===== src/rtl/sequenciador_operandos_if.sv =====
// sequenciador_operandos_if
// Groups the three handshakes of the operand sequencer into one bundle:
//   ent_*  : operand pair input (valid/ready), 4-bit multiplicand/multiplier
//   mult_* : link to the shift-add multiplier (st/done/idle, operands, 9-bit product)
//   sai_*  : result output (valid/ready), 9-bit product plus timeout error flag
// Modports:
//   master : the sequencer itself (drives ent_pronto, mult_st, mult operands, sai_*)
//   slave  : the environment (upstream source, multiplier, downstream sink)
interface sequenciador_operandos_if;
    logic       ent_valido;
    logic       ent_pronto;
    logic [3:0] ent_multiplicando;
    logic [3:0] ent_multiplicador;

    logic [3:0] mult_multiplicando;
    logic [3:0] mult_multiplicador;
    logic       mult_st;
    logic       mult_done;
    logic       mult_idle;
    logic [8:0] mult_produto;

    logic       sai_valido;
    logic       sai_pronto;
    logic [8:0] sai_produto;
    logic       sai_erro;

    modport master (
        input  ent_valido, ent_multiplicando, ent_multiplicador,
        input  mult_done, mult_idle, mult_produto,
        input  sai_pronto,
        output ent_pronto,
        output mult_multiplicando, mult_multiplicador, mult_st,
        output sai_valido, sai_produto, sai_erro
    );

    modport slave (
        output ent_valido, ent_multiplicando, ent_multiplicador,
        output mult_done, mult_idle, mult_produto,
        output sai_pronto,
        input  ent_pronto,
        input  mult_multiplicando, mult_multiplicador, mult_st,
        input  sai_valido, sai_produto, sai_erro
    );
endinterface


===== src/rtl/sequenciador_operandos.sv =====
// sequenciador_operandos
// Upstream feeder for the shift-add multiplier. Operand pairs are buffered in a
// small FIFO; one pair at a time is issued with a single-cycle st pulse, the
// product is captured on done (or replaced by an error result on timeout) and
// presented on a valid/ready output.
//
// Ports:
//   clk       : single clock, rising edge
//   rst       : synchronous, active-high reset
//   bus       : sequenciador_operandos_if.master (ent_*, mult_*, sai_* handshakes)
//   ocupacao  : current FIFO entry count
//   acumulado : saturating running sum of accepted non-error results
//
// Parameters: PROF_FIFO (power of 2, >=2), TIMEOUT (>=8), LARG_ACUM.
// Optional feature: macro SEQUENCIADOR_ACUMULADOR_EN enables the accumulator;
// without it acumulado is tied to 0.
//
// state   | meaning
// --------+-------------------------------------------------------------
// OCIOSO  | waiting for a queued pair and an idle multiplier
// INICIA  | mult_st pulse, timeout counter cleared
// ESPERA  | waiting for mult_done or the timeout
// ENTREGA | result held on sai_* until sai_pronto
module sequenciador_operandos #(
    parameter int PROF_FIFO = 4,
    parameter int TIMEOUT   = 32,
    parameter int LARG_ACUM = 16
) (
    input  logic                          clk,
    input  logic                          rst,
    sequenciador_operandos_if.master      bus,
    output logic [$clog2(PROF_FIFO):0]    ocupacao,
    output logic [LARG_ACUM-1:0]          acumulado
);
    localparam int LP = $clog2(PROF_FIFO);
    localparam int LC = $clog2(TIMEOUT);

    typedef enum logic [1:0] {OCIOSO, INICIA, ESPERA, ENTREGA} estado_t;

    estado_t        estado;
    estado_t        prox;

    logic [7:0]     mem [PROF_FIFO];
    logic [LP-1:0]  ptr_esc;
    logic [LP-1:0]  ptr_lei;
    logic [LP:0]    cont;
    logic           cheia;
    logic           vazia;
    logic           push;
    logic           pop;
    logic           captura;
    logic           expira;
    logic           aceite;

    logic [LC-1:0]  cnt_esp;
    logic [3:0]     op_a;
    logic [3:0]     op_b;
    logic [8:0]     prod_q;
    logic           erro_q;

    assign cheia   = (cont == (LP+1)'(PROF_FIFO));
    assign vazia   = (cont == '0);
    assign bus.ent_pronto = !cheia && !rst;
    assign push    = bus.ent_valido && bus.ent_pronto;
    assign pop     = (estado == OCIOSO) && !vazia && bus.mult_idle;
    assign captura = (estado == ESPERA) && bus.mult_done;
    // The counter starts at 0 on entering ESPERA; leaving on the cycle its next
    // value would be TIMEOUT-1 puts sai_valido exactly TIMEOUT cycles after st.
    assign expira  = (estado == ESPERA) && (cnt_esp == LC'(TIMEOUT-2));
    assign aceite  = (estado == ENTREGA) && bus.sai_pronto;

    always_ff @(posedge clk) begin
        if (rst) estado <= OCIOSO;
        else     estado <= prox;
    end

    always_comb begin
        prox = estado;
        case (estado)
            OCIOSO:  if (pop) prox = INICIA;
            INICIA:  prox = ESPERA;
            ESPERA:  if (captura || expira) prox = ENTREGA;
            ENTREGA: if (aceite) prox = OCIOSO;
            default: prox = OCIOSO;
        endcase
    end

    // FIFO storage needs no reset: the pointers and count define validity.
    always_ff @(posedge clk) begin
        if (push) mem[ptr_esc] <= {bus.ent_multiplicando, bus.ent_multiplicador};
    end

    always_ff @(posedge clk) begin
        if (rst) begin
            ptr_esc <= '0;
            ptr_lei <= '0;
            cont    <= '0;
        end else begin
            if (push) ptr_esc <= ptr_esc + LP'(1);
            if (pop)  ptr_lei <= ptr_lei + LP'(1);
            case ({push, pop})
                2'b10:   cont <= cont + (LP+1)'(1);
                2'b01:   cont <= cont - (LP+1)'(1);
                default: cont <= cont;
            endcase
        end
    end

    always_ff @(posedge clk) begin
        if (rst) begin
            op_a    <= '0;
            op_b    <= '0;
            cnt_esp <= '0;
            prod_q  <= '0;
            erro_q  <= 1'b0;
        end else begin
            if (pop) {op_a, op_b} <= mem[ptr_lei];
            if (estado == INICIA)      cnt_esp <= '0;
            else if (estado == ESPERA) cnt_esp <= cnt_esp + LC'(1);
            // done has priority over a simultaneous timeout
            if (captura) begin
                prod_q <= bus.mult_produto;
                erro_q <= 1'b0;
            end else if (expira) begin
                prod_q <= '0;
                erro_q <= 1'b1;
            end
        end
    end

    assign bus.mult_multiplicando = op_a;
    assign bus.mult_multiplicador = op_b;
    assign bus.mult_st            = (estado == INICIA);
    assign bus.sai_valido         = (estado == ENTREGA);
    assign bus.sai_produto        = prod_q;
    assign bus.sai_erro           = erro_q;
    assign ocupacao               = cont;

`ifdef SEQUENCIADOR_ACUMULADOR_EN
    // One extra bit over the wider operand so the overflow is visible.
    localparam int LS = ((LARG_ACUM > 9) ? LARG_ACUM : 9) + 1;
    localparam logic [LS-1:0] MAX_ACUM = {{(LS-LARG_ACUM){1'b0}}, {LARG_ACUM{1'b1}}};

    logic [LARG_ACUM-1:0] acum_q;
    logic [LS-1:0]        soma;

    assign soma = LS'(acum_q) + LS'(prod_q);

    always_ff @(posedge clk) begin
        if (rst) begin
            acum_q <= '0;
        end else if (aceite && !erro_q) begin
            acum_q <= (soma > MAX_ACUM) ? {LARG_ACUM{1'b1}} : soma[LARG_ACUM-1:0];
        end
    end

    assign acumulado = acum_q;
`else
    assign acumulado = '0;
`endif

endmodule


===== src/flat_wrapper.sv =====
// flat-port wrapper written by rule: the top's interface ports become plain ports
module sequenciador_operandos_flat 
#(
    parameter int PROF_FIFO = 4,
    parameter int TIMEOUT   = 32,
    parameter int LARG_ACUM = 16
)
  (clk, rst, ocupacao, acumulado, bus_ent_valido, bus_ent_multiplicando, bus_ent_multiplicador, bus_mult_done, bus_mult_idle, bus_mult_produto, bus_sai_pronto, bus_ent_pronto, bus_mult_multiplicando, bus_mult_multiplicador, bus_mult_st, bus_sai_valido, bus_sai_produto, bus_sai_erro);
  sequenciador_operandos_if bus_i ();
  input  logic clk;
  input  logic rst;
  output logic [$clog2(PROF_FIFO):0] ocupacao;
  output logic [LARG_ACUM-1:0] acumulado;
  input wire logic [$bits(bus_i.ent_valido)-1:0] bus_ent_valido;
  input wire logic [$bits(bus_i.ent_multiplicando)-1:0] bus_ent_multiplicando;
  input wire logic [$bits(bus_i.ent_multiplicador)-1:0] bus_ent_multiplicador;
  input wire logic [$bits(bus_i.mult_done)-1:0] bus_mult_done;
  input wire logic [$bits(bus_i.mult_idle)-1:0] bus_mult_idle;
  input wire logic [$bits(bus_i.mult_produto)-1:0] bus_mult_produto;
  input wire logic [$bits(bus_i.sai_pronto)-1:0] bus_sai_pronto;
  output wire logic [$bits(bus_i.ent_pronto)-1:0] bus_ent_pronto;
  output wire logic [$bits(bus_i.mult_multiplicando)-1:0] bus_mult_multiplicando;
  output wire logic [$bits(bus_i.mult_multiplicador)-1:0] bus_mult_multiplicador;
  output wire logic [$bits(bus_i.mult_st)-1:0] bus_mult_st;
  output wire logic [$bits(bus_i.sai_valido)-1:0] bus_sai_valido;
  output wire logic [$bits(bus_i.sai_produto)-1:0] bus_sai_produto;
  output wire logic [$bits(bus_i.sai_erro)-1:0] bus_sai_erro;
  assign bus_i.ent_valido = bus_ent_valido;
  assign bus_i.ent_multiplicando = bus_ent_multiplicando;
  assign bus_i.ent_multiplicador = bus_ent_multiplicador;
  assign bus_i.mult_done = bus_mult_done;
  assign bus_i.mult_idle = bus_mult_idle;
  assign bus_i.mult_produto = bus_mult_produto;
  assign bus_i.sai_pronto = bus_sai_pronto;
  assign bus_ent_pronto = bus_i.ent_pronto;
  assign bus_mult_multiplicando = bus_i.mult_multiplicando;
  assign bus_mult_multiplicador = bus_i.mult_multiplicador;
  assign bus_mult_st = bus_i.mult_st;
  assign bus_sai_valido = bus_i.sai_valido;
  assign bus_sai_produto = bus_i.sai_produto;
  assign bus_sai_erro = bus_i.sai_erro;
  sequenciador_operandos #(.PROF_FIFO(PROF_FIFO), .TIMEOUT(TIMEOUT), .LARG_ACUM(LARG_ACUM)) u_core (.clk(clk), .rst(rst), .bus(bus_i), .ocupacao(ocupacao), .acumulado(acumulado));
endmodule

===== config.mk =====
export PLATFORM = sky130hd
export DESIGN_NAME = sequenciador_operandos_flat
export DESIGN_NICKNAME = d
export VERILOG_FILES = /design/src/rtl/sequenciador_operandos_if.sv /design/src/rtl/sequenciador_operandos.sv /design/src/flat_wrapper.sv
export SDC_FILE = /design/constraint.sdc
export NUM_CORES = 1
export LEC_CHECK = 0
export CAP_MARGIN = 30
export CORE_ASPECT_RATIO = 0.9
export CORE_MARGIN = 2
export CORE_UTILIZATION = 45
export DETAILED_ROUTE_END_ITERATION = 8
export PLACE_DENSITY = 0.86
export RECOVER_POWER = 100
export SKIP_LAST_GASP = 1
export SLEW_MARGIN = 5
export SYNTH_ARGS = -nofsm -noshare
export SYNTH_HDL_FRONTEND = slang
export SYNTH_SLANG_ARGS = --single-unit

===== constraint.sdc =====
create_clock -name clk -period 2.05 [get_ports clk]
set_input_delay 0.205 -clock clk [delete_from_list [all_inputs] [get_ports clk]]
set_output_delay 0.205 -clock clk [all_outputs]
set_load 0.05 [all_outputs]

# Word level (Yosys, flattened, before mapping)
# Memories as Yosys holds them, arrays and structs flattened. A register that Yosys moved wholly into a read port is not among the register bits.
# Cells that the tools add are included.
# op_classes
addsub	5
eq_ne	10
mux	9
n_reduce_logical	18
# ops
cell	n
9-bit 2-to-1 mux	2
2-bit case mux with 4 select lines	1
1-bit logical AND	7
2-bit == test (second input constant)	3
2-bit 2-to-1 mux	3
3-bit case mux with 2 select lines	1
5-bit by 1-bit adder with 5-bit output (second input constant)	1
5-bit == test (second input constant)	1
2-bit by 1-bit adder with 2-bit output (second input constant)	2
2-bit by 1-bit == test with 1-bit output (second input constant)	2
2-bit by 1-bit != test with 1-bit output (second input constant)	2
2-bit nonzero test	2
2-bit OR reduction	2
3-bit by 1-bit adder with 3-bit output (second input constant)	1
3-bit == test (second input constant)	1
1-bit logical NOT	3
3-bit logical NOT	1
3-bit AND reduction	1
3-bit by 1-bit subtractor with 3-bit output (second input constant)	1
2-bit logical NOT	1
1-bit 2-to-1 mux	2
2-bit != test (second input constant)	1
1-bit logical OR	1
# totals
register_bits	24
mem_bits_rw	32
output_inout_bits	40
word_cells	50
mem_count	1
# mem_list
memory	words	word_bits	read_ports	rd_clocked_by_memory_dff	wr	line_no	source
u_core.mem	4	8	1	1	1	sequenciador_operandos.sv:43	logic [7:0] mem [PROF_FIFO];

# Depth between registers and ports, before layout
# Gate-level depths: netlist of the first run.
# depth
depth_word	6
ltp_mapped	11

# Worst setup path before layout of the first run
# Ideal clock, no wire load.
# synth_timing
kind	flip-flop to flip-flop
start	reg u_core.cont[0], in the netlist u_core.ocupacao[0]
end	reg u_core.cont[2], in the netlist u_core.ocupacao[2]
arrival_time_ns	2.398
path_slack_ns	-0.419
path_stages_with_launch	10
n_path_buf	1
synth_period_minus_slack_ns	2.469
path_cell_list	dfxtp_1 > o311ai_0 > buf_2 > inv_2 > ha_1 > inv_1 > fa_1 > xor2_1 > or3_1 > a21oi_1
# synth_via
elab_chain_len	6
word_cells_on_any_way	14
cone_classes	2 x add/sub; 3 x eq/ne; 1 x mux; 8 x reduce/logical
# synth_lines
element	line_no	source
start: declaration	sequenciador_operandos.sv:46	logic [LP:0] cont;
start signal: assignment	sequenciador_operandos.sv:102	2'b10: cont <= cont + (LP+1)'(1);
start signal: assignment	sequenciador_operandos.sv:103	2'b01: cont <= cont - (LP+1)'(1);
start signal: assignment	sequenciador_operandos.sv:104	default: cont <= cont;
3-bit logical NOT *	sequenciador_operandos.sv:62	assign vazia = (cont == '0);
1-bit logical NOT *	sequenciador_operandos.sv:65	assign pop = (estado == OCIOSO) && !vazia && bus.mult_idle;
1-bit logical AND * (2 in a row)	sequenciador_operandos.sv:65	
named net u_core.pop	sequenciador_operandos.sv:50	logic pop;
2-bit by 1-bit == test with 1-bit output / 2-bit == test (equally long branches)	sequenciador_operandos.sv:101	case ({push, pop})
3-bit case mux with 2 select lines / 2-bit nonzero test (equally long branches)	n/a	
# The timed path passes the listed nets; every way through them passes the cells marked *.
# A chain may end at the register's enable or synchronous reset.

# Worst setup path after layout of the first run
# layout_timing
start	reg u_core.estado[0]
end	reg u_core.cont[2], in the netlist u_core.ocupacao[2]
# layout_via
elab_chain_len	5
word_cells_on_any_way	7
cone_classes	2 x eq/ne; 1 x mux; 4 x reduce/logical
# layout_lines
element	line_no	source
start: declaration	sequenciador_operandos.sv:40	estado_t estado;
start signal: assignment	sequenciador_operandos.sv:74	else estado <= prox;
2-bit logical NOT *	sequenciador_operandos.sv:65	
1-bit logical AND * (2 in a row)	sequenciador_operandos.sv:65	
named net u_core.pop	sequenciador_operandos.sv:50	
2-bit by 1-bit == test with 1-bit output / 2-bit == test (equally long branches)	sequenciador_operandos.sv:101	
3-bit case mux with 2 select lines / 2-bit nonzero test (equally long branches)	n/a	
# Marks and branches as above.

==> metrics.yaml, run 1 <==
start_kind: "flip-flop"
timing_worst_slew_pin_value_ps: 810
grt_max_degree: 32
dp.cells: 344
vias: 1785
leakage_nw: 1.32
path_clk_slew_ps: 70
synthCells: 228
hold_path_class: "in -> reg"
ff_latch_area_um2: 1610
routedWlPerCell_um: 13.8
die_area_um2: 6780
finalCritPeriodShare_pct: 95.6
clock_skew_ps: 6.86
cts_root_buf: "clkbuf_8"
path_class: "reg -> reg"
clk_path_buf_depth: 2
finalCriticalPeriod_ps: 1960
start_util_pct: 45.9
ir_worst_vdd_uv: 604
slew_headroom_pct: 46.0
row_count: 27
fin_ws_ps: 89.2
multi_input_area_um2: 1060
numCtsBuffers: 9
finalMaxSlewViolations: 0
path_max_fanout: 4
powerDensity_nw_per_um2: 1180
clock_latency_ps: 340
instances_no_fill: 363
ctsHtreeMaxLevel: 3
yosys_warnings: 0
dpl_worst_slack_ps: -161
grt_pass1_vias: 1744
required_ps: 2320
diodes: 0
placed_area_um2: 3310
wirelength_um: 4990
seq_area_frac_synth_pct: 58.0
antenna_left: 0
drive_gt1_share_pct: 17.2
dr.pass1.iters: 4
place.detailed.hpwl_um: 3600
max_freq_ghz: 0.510
critPathArrivalTime_ps: 2230
grt_pass1_wl_um: 8110
drc: 0
avgSynthCellArea_um2: 12.1
syn_area_um2: 2760
drt_iter0_markers: 71
die_x_um: 86.6
num-fill-cells: 479
cp-end-kind: "flip-flop"
vias_per_cell: 4.92
cts_tree: "built"
core_area_um2: 6010
cap_violations: 0
gp_congestion: 0.765
rsz0062_at_grt: "no"
status: "completed"
ys_seq_elements: 64
port-buffer-count: 46
fp.dieH_um: 78.3
fin_area_um2: 3550
hold_viol_final: 0
overflow: 0
fin_nets: 322
ctsHoldBuffers: 0
numClockSinks: 64
num_io_pins: 63
antenna_found_initial: 0
yosys.cell_types.count: 36
setup_viol: 0
grt_usage_pct: 15.9
fin_util_pct: 59.1
area_growth_pct: 28.6
final cells by class:
class	count	area share (%)
Sequential cell	64	45.4
Clock buffer	10	3.87
Clock inverter	6	1.90
Inverter	13	1.51
Timing Repair Buffer	56	14.9
Tap cell	72	2.54
Multi-Input combinational cell	142	29.8
worst max-delay path: stages (launching register included):
cell	delay, ps
dfxtp_1	340
inv_2	90
ha_4	150
o311ai_4	120
inv_6	90
ha_4	120
inv_1	40
fa_2	330
xor2_1	160
or3_1	310
a21oi_1	140
sequential cells by signal, indices dropped and copies added, names as in the netlist, 3 cells and up:
| register | cells |
|---|---|
| u_core.ocupacao | 3 |
| u_core.cnt_esp | 5 |
| u_core.bus.mult_multiplicando | 4 |
| u_core.bus.sai_produto | 9 |
| u_core.mem | 32 |
| u_core.bus.mult_multiplicador | 4 |
Yosys cell counts:
cell type  instances  area (µm²)
a2111oi_2          1        15.0
nor4b_1            1        8.76
nor2_1             8        30.0
o21ai_0           11        55.1
nor2b_1            1        6.26
mux4_2             8         180
buf_2              3        15.0
inv_1             12        45.0
conb_1             1        3.75
inv_2              1        3.75
xnor2_1            2        17.5
and2b_2            1        8.76
nor3b_2            1        12.5
nand4_1            2        12.5
edfxtp_1          32         961
ha_1              12         150
xor2_1             5        43.8
a2111oi_0          1        8.76
buf_4             16         120
mux2i_1            2        20.0
or4b_2             1        10.0
or3_1              2        12.5
and2_1             5        31.3
a21oi_1           20         100
dfxtp_1           32         641
o211a_1            1        10.0
and3_1             1        6.26
a41oi_4            1        27.5
mux2_2             1        11.3
fa_1               1        20.0
nor3_1             5        25.0
clkbuf_1           5        18.8
nand2_1           29         109
a31oi_1            1        6.26
nor3b_1            1        7.51
o311ai_0           1        8.76
cell families (layout without fill, tap and decap cells):
kind of cell | Yosys count | count (layout) | share of synthesized area [%]
other | 1 | 16 | 0.136
buffers and inverters | 37 | 85 | 7.34
xor gates and xnor gates | 7 | 7 | 2.22
AOI/OAI and AO/OA | 37 | 37 | 8.38
DFF | 64 | 64 | 58.0
muxes | 11 | 11 | 7.65
adders and majority gates | 13 | 13 | 6.16
and+or+nand+nor | 58 | 58 | 10.1
cell usage in the layout, fill, tap and decap left out, types with 5 or more instances in the layout:
cell,Yosys,routed
clkdlybuf4s50_1,0,15
edfxtp_1,32,32
nor3_1,5,5
a21oi_1,20,20
xor2_1,5,5
o21ai_0,11,11
ha_1,12,10
dfxtp_1,32,28
inv_1,12,10
clkbuf_8,0,10
conb_1,1,16
dlygate4sd3_1,0,29
nor2_1,8,8
and2_1,5,5
nand2_1,29,29
buf_4,16,6
mux4_2,8,8
metrics by stage:
stage	power, mW	TNS, ps	hold WS (ps)
2_1_floorplan	2.70	0	304
3_3_place_gp	3.06	-75.6	444
3_5_place_dp	3.12	-161	453
4_1_cts	4.25	0	403
5_1_grt	4.42	0	418
6_report	4.19	0	420
routing by layer:
layer	share of wire (%)	up-vias	track usage (%)	wire [µm]
met5	0	-	0	0
met4	2.4	0	8.75	121
met3	5.7	13	4.84	284
met2	51	61	27.2	2530
met1	41	822	17.5	2060
li1	-	889	-	-
final timing paths:
| check | from | to | slack (ps) | cells after the start |
|---|---|---|---|---|
| min | bus_mult_produto[6] | u_core.bus.sai_produto[6] | 420 | 3 |
| max reg2reg | u_core.estado[0] | u_core.ocupacao[2] | 90 | 10 |
| min reg2reg | u_core.bus.mult_multiplicador[3] | u_core.bus.mult_multiplicador[3] | 450 | 2 |
| max | u_core.estado[0] | u_core.ocupacao[2] | 90 | 10 |
repair_timing:
item / in CTS / in global routing
setup endpoints to repair: 1 / 1
buffers inserted: 0 / 3
gates cloned: 0 / 0
pin swaps: 0 / 0
resized for setup: 2 / 3
power breakdown:
part | leakage (nW) | switching (mW) | total (mW) | internal [mW]
clock | 0.0989 | 0.488 | 1.09 | 0.597
sequential | 0.553 | 0.125 | 1.63 | 1.51
combinational | 0.665 | 0.892 | 1.47 | 0.579
total | 1.32 | 1.50 | 4.19 | 2.69
(Power assumes the default switching activity.)
==> run 2: changes to the inputs <==
--- a/config.mk
+++ b/config.mk
@@ -8,9 +8,9 @@
 export CAP_MARGIN = 30
 export CORE_ASPECT_RATIO = 0.9
 export CORE_MARGIN = 2
-export CORE_UTILIZATION = 45
+export CORE_UTILIZATION = 50
 export DETAILED_ROUTE_END_ITERATION = 8
-export PLACE_DENSITY = 0.86
+export PLACE_DENSITY = 0.9
 export RECOVER_POWER = 100
 export SKIP_LAST_GASP = 1
 export SLEW_MARGIN = 5
==> constraint.sdc (replaced) <==
create_clock -name clk -period 1.9 [get_ports clk]
set_input_delay 0.19 -clock clk [delete_from_list [all_inputs] [get_ports clk]]
set_output_delay 0.19 -clock clk [all_outputs]
set_load 0.05 [all_outputs]
==> run 2 against run 1 <==
The run now ends with setup timing left. Utilization up 9.9 points. Die area down 9.5%. Global-route usage up 3.7 points. Flip-flop and latch count unchanged. Register-to-register slack worse by 170 ps. Total power up 14%. Setup slack worse by 170 ps. Wire length up 13%. Count of clock-buffer cells in the layout unchanged. Hold slack worse by 11 ps. Largest cell class unchanged. Largest power group is now combinational cells. Highest routed layer unchanged.
==> metrics.yaml, run 2 (synthesized netlist as in run 1, its figures left out) <==
wirelength_um: 5640  # was 4990 µm
grt_max_degree: 32  # unchanged
critPathArrivalTime_ps: 2240  # was 2230 ps
diodes: 0  # unchanged
cts_tree: "built"  # unchanged
hold_viol_final: 0  # unchanged
place.detailed.hpwl_um: 3950  # was 3600 µm
hold_path_class: "in -> reg"  # unchanged
vias: 1885  # was 1785
port-buffer-count: 46  # unchanged
max_freq_ghz: 0.504  # was 0.510 GHz
largest_reg_flops: 32  # unchanged
top_register: "u_core.mem"  # unchanged
fin_nets: 330  # was 322
clock_skew_ps: 6.01  # was 6.86 ps
instances_no_fill: 366  # was 363
fin_setup_tns_ps: -118  # was 0 ps
rsz0062_at_grt: "yes"  # was no
status: "finished, violations left"  # was completed
dpl_worst_slack_ps: -273  # was -161 ps
finalMaxSlewViolations: 0  # unchanged
path_clk_slew_ps: 70  # about the same
die_x_um: 82.4  # was 86.6 µm
clk_path_buf_depth: 2  # unchanged
antenna_found_initial: 0  # unchanged
grt_pass1_wl_um: 8670  # was 8110 µm
drt_iter0_markers: 157  # was 71
gp_congestion: 0.748  # was 0.765
cp-end-kind: "flip-flop"  # unchanged
area_growth_pct: 31.9  # was 28.6%
ctsHtreeMaxLevel: 3  # unchanged
finalCriticalPeriod_ps: 1980  # was 1960 ps
powerDensity_nw_per_um2: 1320  # was 1180 nW/µm²
finalCritPeriodShare_pct: 104  # was 95.6%
num-fill-cells: 364  # was 479
violations: "setup timing"
grt_pass1_vias: 1844  # was 1744
fin_ws_ps: -84.1  # was 89.2 ps
clock_latency_ps: 330  # was 340 ps
path_class: "reg -> reg"  # unchanged
start_util_pct: 52.3  # was 45.9%
antenna_left: 0  # unchanged
core_area_um2: 5290  # was 6010 µm²
leakage_nw: 1.31  # was 1.32 nW
start_kind: "flip-flop"  # unchanged
cts_root_buf: "clkbuf_8"  # unchanged
cap_violations: 0  # unchanged
required_ps: 2160  # was 2320 ps
final_cell_mix: "35 x clkdlybuf4s50_1, 32 x edfxtp_1, 29 x nand2_1"  # was 32 x edfxtp_1, 29 x nand2_1, 29 x dlygate4sd3_1
fin_util_pct: 68.9  # was 59.1%
numCtsBuffers: 9  # unchanged
drive_gt1_share_pct: 21.4  # was 17.2%
numClockSinks: 64  # unchanged
finalHoldWorstSlack_ps: 409  # was 420 ps
ir_worst_vdd_uv: 656  # was 604 µV
slew_headroom_pct: 64.2  # was 46.0%
drc: 0  # unchanged
timing_worst_slew_pin_value_ps: 535  # was 810 ps
final_common_cell: "clkdlybuf4s50_1"  # was edfxtp_1
row_count: 25  # was 27
fp.dieH_um: 74.5  # was 78.3 µm
routedWlPerCell_um: 15.4  # was 13.8 µm
grt_usage_pct: 19.6  # was 15.9%
vias_per_cell: 5.15  # was 4.92
path_max_fanout: 3  # was 4
die_area_um2: 6140  # was 6780 µm²
dr.pass1.iters: 4  # unchanged
num_io_pins: 63  # unchanged
dp.cells: 345  # was 344
overflow: 0  # unchanged
setup_viol: 2  # was 0
## run 2: cell types whose count changed in the layout (fill, tap and decap cells not counted), sizes merged
cell and delta:
clkdlybuf4s50 +20, clkbuf -5, dlygate4sd3 -21, bufinv +1, buf +14, inv -1
## run 2: metrics by stage
step | power (mW) | area [µm²]
after floorplan | 2.94 | 2870
after global placement | 3.38 | 3360
after detailed placement | 3.45 | 3360
after CTS | 4.79 | 3630
after global routing | 5.03 | 3640
final | 4.80 | 3640
## run 2: worst paths after layout
| check | end | cells past startpoint | slack [ps] | startpoint |
|---|---|---|---|---|
| setup / recovery | u_core.ocupacao[2] | 9 | -80 | u_core.ocupacao[0] |
| setup reg to reg | u_core.ocupacao[2] | 9 | -80 | u_core.ocupacao[0] |
| hold / removal | u_core.bus.sai_produto[3] | 3 | 410 | bus_mult_produto[3] |
| hold reg to reg | u_core.bus.mult_multiplicando[3] | 2 | 460 | u_core.bus.mult_multiplicando[3] |
## run 2: power breakdown
part           internal [mW]  switching, mW
clock                  0.732          0.500
sequential              1.63          0.105
combinational          0.756           1.07
total                   3.12           1.68
## run 2: layout make-up
class | instances | area (µm²) | share of cell area, %
flip-flops and latches | 64 | 1620 | 44.3
multi-input cells | 142 | 1070 | 29.5
repair buffers | 64 | 604 | 16.6
clock buffers | 10 | 128 | 3.50
clock inverters | 6 | 83.8 | 2.30
well taps | 67 | 83.8 | 2.30
inverters | 13 | 53.8 | 1.48
## run 2: timing repair
| action | CTS | global route |
|---|---|---|
| buffers inserted | 4 | 1 |
| pin swaps | 1 | 3 |
| cloned | 0 | 0 |
| gates resized for setup | 4 | 2 |
| endpoints found under the setup margin | 2 | 2 |
| hold buffers | 0 | 0 |
## run 2: critical path: stages, from the launching register on
cell and delay (ps):
dfxtp_4 360, nor3b_4 220, nor3b_2 80, inv_1 110, ha_4 150, inv_2 30
fa_2 330, xor2_1 160, or3_1 340, a21oi_2 130
## run 2: layer usage
metal	wire [µm]	GRT usage, %	vias to the layer above	part of all wire (%)
met5	0	0	-	0
met4	78	9.63	0	1.4
met3	461	5.83	9	8.2
met2	2850	33.0	89	51
met1	2250	23.0	882	40
li1	-	-	905	-
